### src/rtl/bootrom_patch.sv
// Boot ROM with fixed contents from INIT_IMAGE plus a lockable store of
// single-word patch slots. Reads are registered with one cycle of latency.
module bootrom_patch #(
   parameter int unsigned DATA_W      = 16,
   parameter int unsigned ADDR_W      = 5,
   parameter int unsigned PATCH_SLOTS = 4,
   parameter logic [DATA_W*(2**ADDR_W)-1:0] INIT_IMAGE = '0
) (
   input  logic                                 romclk,
   input  logic                                 rst,
   input  logic                                 cs,
   input  logic                                 we,
   input  logic [ADDR_W-1:0]                    addr,
   input  logic [DATA_W-1:0]                    din,
   input  logic                                 lock,
   output logic [DATA_W-1:0]                    dout,
   output logic                                 rvalid,
   output logic                                 wr_ack,
   output logic                                 wr_err,
   output logic [$clog2(PATCH_SLOTS+1)-1:0]     slots_used,
   output logic                                 locked
);

   localparam int unsigned DEPTH = 2**ADDR_W;
   localparam int unsigned IDX_W = (PATCH_SLOTS > 1) ? $clog2(PATCH_SLOTS) : 1;
   localparam int unsigned SU_W  = $clog2(PATCH_SLOTS+1);

   logic [PATCH_SLOTS-1:0] slot_valid;
   logic [ADDR_W-1:0]      slot_tag  [PATCH_SLOTS];
   logic [DATA_W-1:0]      slot_data [PATCH_SLOTS];

   logic              hit;
   logic [IDX_W-1:0]  hit_idx;
   logic              free;
   logic [IDX_W-1:0]  free_idx;
   logic [DATA_W-1:0] rd_data;
   logic              rd_req;
   logic              wr_req;
   logic              wr_hit;
   logic              wr_alloc;

   always_comb begin
      hit      = 1'b0;
      hit_idx  = '0;
      free     = 1'b0;
      free_idx = '0;
      rd_data  = '0;
      for (int unsigned i = 0; i < DEPTH; i++) begin
         if (addr == ADDR_W'(i))
            rd_data = INIT_IMAGE[i*DATA_W +: DATA_W];
      end
      // Tags are unique by construction, so at most one slot can hit.
      for (int unsigned i = 0; i < PATCH_SLOTS; i++) begin
         if (slot_valid[i] && slot_tag[i] == addr) begin
            hit     = 1'b1;
            hit_idx = IDX_W'(i);
            rd_data = slot_data[i];
         end
         if (!free && !slot_valid[i]) begin
            free     = 1'b1;
            free_idx = IDX_W'(i);
         end
      end
   end

   always_comb begin
      rd_req   = cs && !we;
      wr_req   = cs && we && !locked;
      wr_hit   = wr_req && hit;
      wr_alloc = wr_req && !hit && free;
   end

   always_ff @(posedge romclk or posedge rst) begin
      if (rst) begin
         slot_valid <= '0;
         dout       <= '0;
         rvalid     <= 1'b0;
         wr_ack     <= 1'b0;
         wr_err     <= 1'b0;
         slots_used <= '0;
         locked     <= 1'b0;
      end else begin
         rvalid <= rd_req;
         wr_ack <= wr_hit || wr_alloc;
         wr_err <= cs && we && !(wr_hit || wr_alloc);
         locked <= locked || lock;
         if (rd_req)
            dout <= rd_data;
         if (wr_alloc) begin
            slot_valid[free_idx] <= 1'b1;
            slots_used           <= slots_used + SU_W'(1);
         end
      end
   end

   // Tag/data payload needs no reset; the valid bits gate every use of it.
   always_ff @(posedge romclk) begin
      if (wr_hit) begin
         slot_data[hit_idx] <= din;
      end else if (wr_alloc) begin
         slot_tag[free_idx]  <= addr;
         slot_data[free_idx] <= din;
      end
   end

endmodule
### config.mk
export PLATFORM = sky130hd
export DESIGN_NAME = bootrom_patch
export DESIGN_NICKNAME = d
export VERILOG_FILES = /design/src/rtl/bootrom_patch.sv
export SDC_FILE = /design/constraint.sdc
export NUM_CORES = 1
export LEC_CHECK = 0
export ABC_CLOCK_PERIOD_IN_PS = 4100
export CAP_MARGIN = 20
export CORE_ASPECT_RATIO = 0.8
export CORE_MARGIN = 2
export CORE_UTILIZATION = 60
export CTS_CLUSTER_SIZE = 40
export DETAILED_ROUTE_END_ITERATION = 8
export PLACE_DENSITY_LB_ADDON = 0.05
export SYNTH_ARGS = -nofsm -noshare
export SYNTH_HDL_FRONTEND = slang
export SYNTH_SLANG_ARGS = --single-unit
### constraint.sdc
create_clock -name romclk -period 4.1 [get_ports romclk]
set_input_delay 0.41 -clock romclk [delete_from_list [all_inputs] [get_ports romclk]]
set_output_delay 0.41 -clock romclk [all_outputs]
set_load 0.01 [all_outputs]
* Word level (Yosys, flattened, before mapping) *
Memory sizes are Yosys's and may differ from the RTL's.
Cells that the tools add are included.
Widths: inputs -> output; s select.

word-level totals
  flip-flop bits (word level) = 27
  memory bits (writable) = 84
  output and inout bits = 23
  logic and storage cells = 72
  memories kept = 2

operators by class
  add/subtract/negate cells = 1
  magnitude comparators = 2
  eq/ne operators = 4
  mux-type cells = 28
  bitwise operators = 1
  reductions and logical operators = 27

memories
  name       words  width  read ports  clocked after memory_dff  write ports  RTL line  RTL
  slot_data  4      16     4           0                         1            30        logic [DATA_W-1:0] slot_data [PATCH_SLOTS];
  slot_tag   4      5      4           0                         1            29        logic [ADDR_W-1:0] slot_tag [PATCH_SLOTS];

operators with widths
  operator             number
  $mux 16              5
  $eq 5x5->1           4
  $mux 1               17
  $reduce_or 16->1     1
  $logic_and 1x1->1    15
  $mux 2               5
  $logic_not 1->1      9
  $or 4x4->4           1
  $add 3x1->3 const B  1
  $lt 2x3->1 const B   1
  $demux 1 s2          1
  $ge 2x1->1 const B   1
  $logic_or 1x1->1     2

* Depth between registers and ports, before layout *
  depth after elaboration = 15
  depth in mapped cells = 8
  depth with buffers taken out = 6

* Worst setup path after synthesis *
OpenSTA, ideal clock, no wires.

  kind = in2reg
  start = in addr[3]
  end = mem slot_data[0][0], enable pin
  setup time = 388 ps
  arrival time = 2199 ps
  setup slack = 1512 ps
  stages on the path = 6
  cell sequence = xor2_1 -> nor4_2 -> nand3_2 -> and2_1 -> a211o_1 -> nor2_1

on the way
  cells in the longest elaborated chain, start to end = 14
  elaborated cells between the ends (all ways) = 27

ends and longest elaborated chain
  element                                            RTL line  RTL
  from (decl)                                        13        input logic [ADDR_W-1:0] addr,
  $eq 5x5->1                                         54        if (slot_valid[i] && slot_tag[i] == addr) begin
  $logic_and 1x1->1                                  54
  $mux 1 (4 in series)                               54
  $logic_not 1->1                                    70        wr_alloc = wr_req && !hit && free;
  $logic_and 1x1->1 (2 in series)                    70
  $mux 1                                             100       end else if (wr_alloc) begin
  $mux 1                                             98        if (wr_hit) begin
  $mux 1 (implied by the code)                       102       slot_data[free_idx] <= din;
  $reduce_or 16->1 (no line)                         n/a
  $mux 2 (no line) / $mux 1 (equally long branches)  n/a
  to (decl)                                          30

Several ways; a longest one is shown, not always the timed one.

* Worst setup path in the final report *
  start = in addr[0]
  end = mem slot_data[3][15], enable pin

The elaborated chain is that of the path after synthesis.

==> out/qor.yml <==
outcome: "completed"
hold_viol: 0
classification_of_the_worst_slack_hold_path: "in2async"
path_clk_slew_ns: 0.10
wirelength_mm: 8.55
syn2layout_area_growth_pct: 18.9
worst_setup_path_end_kind: "flip-flop"
timing.reg2reg.worst_path_depth: 7
clock-skew-final_ns: 0.00991
layout.cells.most_common_list: "84 x sky130_fd_sc_hd__edfxtp_1, 48 x sky130_fd_sc_hd__clkdlybuf4s50_1, 27 x sky130_fd_sc_hd__dfrtp_1"
worst-setup-path-type: "in2reg"
die_area_um2: 7910
post-route-worst-setup-slack_ns: 1.35
seqPwrFrac: 0.625
core_um2: 6930
insertedDiodeCount: 0
power.switching_fraction: 0.209
synth.cell_area_um2: 4330
final.period_utilization: 0.671
postLayoutCellArea_um2: 5140
edff_count_synth: 84
path_max_fanout: 16
postSynthRegisterBits: 111
worst_slew_pin_slew_ns: 0.669
grt_first_pass_wirelength_mm: 13.5
comb_power_share: 0.047
yosys_warnings: 0
vdd.ir_drop.worst_v: 0.000294
pin_count_of_the_biggest_net_entering_global_routing: 20
initialDrtViolationCount: 147
cts_htree_levels: 3
arrival_ns: 2.81
finalWeightedCongestion: 0.754
cts_post_setup_buffers_inserted: 0
drive_gt1_frac: 0.113
grt_usage: 0.235
critical_path_data_required_time_ns: 4.15
num-fill-cells: 429
syn-num-nets: 309
clk_latency_ns: 0.37
detailedPlace.worstSlack_ns: 0.985
synth_cells: 282
ys_async_sr_fraction: 0.243
route.detailed.wl_per_inst_um: 19.8
seq_area_frac_synth: 0.739
die_w_um: 98.9
globalRouteOverflowTotal: 0
period_minus_slack_ns: 2.75
dp_hpwl_mm: 5.67
dominant_cells_by_area_after_synthesis: "sky130_fd_sc_hd__edfxtp_1 58%, sky130_fd_sc_hd__dfrtp_1 16%, sky130_fd_sc_hd__a221oi_1 3.2%, sky130_fd_sc_hd__xor2_1 3.2%, sky130_fd_sc_hd__and3_1 2.5%"
layout.core_utilization: 0.743
r2r_end: "slot_data[3][15]"
drcViolationCount: 0
cts_tree: "done"
grt_antenna_before_repair: 0
first_pass_iters: 4
cts_hold_buf: 0
final_nets: 366
report.final.slew_viol_count: 0
finalSetupTns_ns: 0
power_report.internal_total_w: 0.00155
clock_tree_buffer_depth: 2
final.hold.worst_slack_ns: 0.429
relSlewSlack: 0.554
synth_top_cell_by_area: "sky130_fd_sc_hd__edfxtp_1"
critical_path.startpoint_type: "input pin"
numCtsBuffers: 9
antenna_left: 0
ctsResizeCount: 0
p_clk_frac: 0.328
tritoncts_num_sinks: 111
rsz0062_at_grt: "false"
port_buffers: 48
yosysUniqueCellTypes: 38
timing.rr.start: "slot_tag[2][0]"
setup-violations-final: 0
initial_core_util: 0.625
vias: 2560
root_buffer_cell: "sky130_fd_sc_hd__clkbuf_8"
regToRegSetupSlack_ns: 1.71
die_y_um: 80.0
core.rowCount: 27
syn_area_per_cell_um2: 15.3
layout_commonest_cell: "sky130_fd_sc_hd__edfxtp_1"
io_pins: 49
net_switching_power_w: 0.000407
synth_largest_type_area_fraction: 0.583
maxCapViolCount: 0
placed_cell_area_um2: 4950
synth_top_flop_cell: "sky130_fd_sc_hd__edfxtp_1"
via_per_inst: 5.94
grt_pass1_vias: 2503
power.density_cell_area_nw_per_um2: 380
total_leakage_power_nw: 1.87
max_freq_mhz: 363
[power by group through the flow]
stage               Clock [W]  Sequential (W)  Combinational (W)
finish               0.000641         0.00122          0.0000920
global route         0.000689         0.00122           0.000101
CTS                  0.000650         0.00122          0.0000932
detailed placement          0         0.00125          0.0000926
global placement            0         0.00125          0.0000871
floorplan                   0         0.00125          0.0000307
[through the flow]
stage          power, W  std cells
6_report        0.00195        431
5_1_grt         0.00201        431
4_1_cts         0.00196        431
3_5_place_dp    0.00134        415
3_3_place_gp    0.00133        414
2_1_floorplan   0.00128        282
[cell families after synthesis]
| family | share of synthesized area |
|---|---|
| compound gates | 0.104 |
| flops | 0.739 |
| mux | 0.00260 |
| buf+inv | 0.0200 |
| xor+xnor | 0.0445 |
| fa+ha+maj | 0.00289 |
| simple gates | 0.0865 |
[cell type report]
class	instances	area, µm²	share of cell area
multi-input cells	155	1040	0.203
flip-flops and latches	111	3200	0.622
clock inverters	6	70.1	0.0136
well taps	87	109	0.0212
repair buffers	60	591	0.115
clock buffers	10	128	0.0248
inverters	2	7.51	0.00146
[cell usage after synthesis (2+ instances only)]
master,instances
sky130_fd_sc_hd__edfxtp_1,84
sky130_fd_sc_hd__dfrtp_1,27
sky130_fd_sc_hd__o21ai_0,20
sky130_fd_sc_hd__a21oi_1,17
sky130_fd_sc_hd__and3_1,17
sky130_fd_sc_hd__a221oi_1,16
sky130_fd_sc_hd__xor2_1,16
sky130_fd_sc_hd__nor2_1,10
sky130_fd_sc_hd__o21ai_1,10
sky130_fd_sc_hd__clkbuf_1,7
sky130_fd_sc_hd__nand3_1,6
sky130_fd_sc_hd__xnor2_1,6
sky130_fd_sc_hd__nand2b_1,5
sky130_fd_sc_hd__nand2_1,4
sky130_fd_sc_hd__nor4_2,4
sky130_fd_sc_hd__and2_1,3
sky130_fd_sc_hd__and4_1,2
sky130_fd_sc_hd__buf_2,2
sky130_fd_sc_hd__buf_4,2
sky130_fd_sc_hd__buf_6,2
sky130_fd_sc_hd__inv_1,2
sky130_fd_sc_hd__nor2_4,2
sky130_fd_sc_hd__nor3_1,2
sky130_fd_sc_hd__or2_2,2
[routing by layer]
layer | vias to the layer above | track usage | part of all wire
li1 | 1195 | - | -
met1 | 1239 | 0.341 | 0.44
met2 | 115 | 0.356 | 0.45
met3 | 11 | 0.0657 | 0.089
met4 | 0 | 0.0630 | 0.012
met5 | - | 0 | 0
[worst max-delay path by stage]
stage | cells past startpoint | end | startpoint
finish | 8 | slot_data[3][15] | addr[0]
floorplan | 6 | slot_data[0][0] | addr[3]
global placement | 8 | slot_data[0][11] | addr[3]
CTS | 7 | slot_tag[3][2] | addr[0]
detailed placement | 8 | slot_data[3][9] | addr[0]
global route | 7 | slot_tag[3][2] | addr[0]
[registers in the layout, summed over array words and instances, names as in the netlist]
signal and cells:
wr_err 1, slot_tag 20, slot_data 64, slot_valid 4, wr_ack 1, rvalid 1, slots_used 3, locked 1
dout 16
[worst max-delay path, stage by stage]
cell and delay (ns):
sky130_fd_sc_hd__clkdlybuf4s50_1 0.62, sky130_fd_sc_hd__xor2_1 0.27, sky130_fd_sc_hd__nor4_2 0.32, sky130_fd_sc_hd__nand3_1 0.36, sky130_fd_sc_hd__nand2_1 0.26, sky130_fd_sc_hd__a32oi_1 0.11
sky130_fd_sc_hd__nor2_1 0.16, sky130_fd_sc_hd__buf_4 0.29
Note: power is estimated with default switching activity, not from simulation.
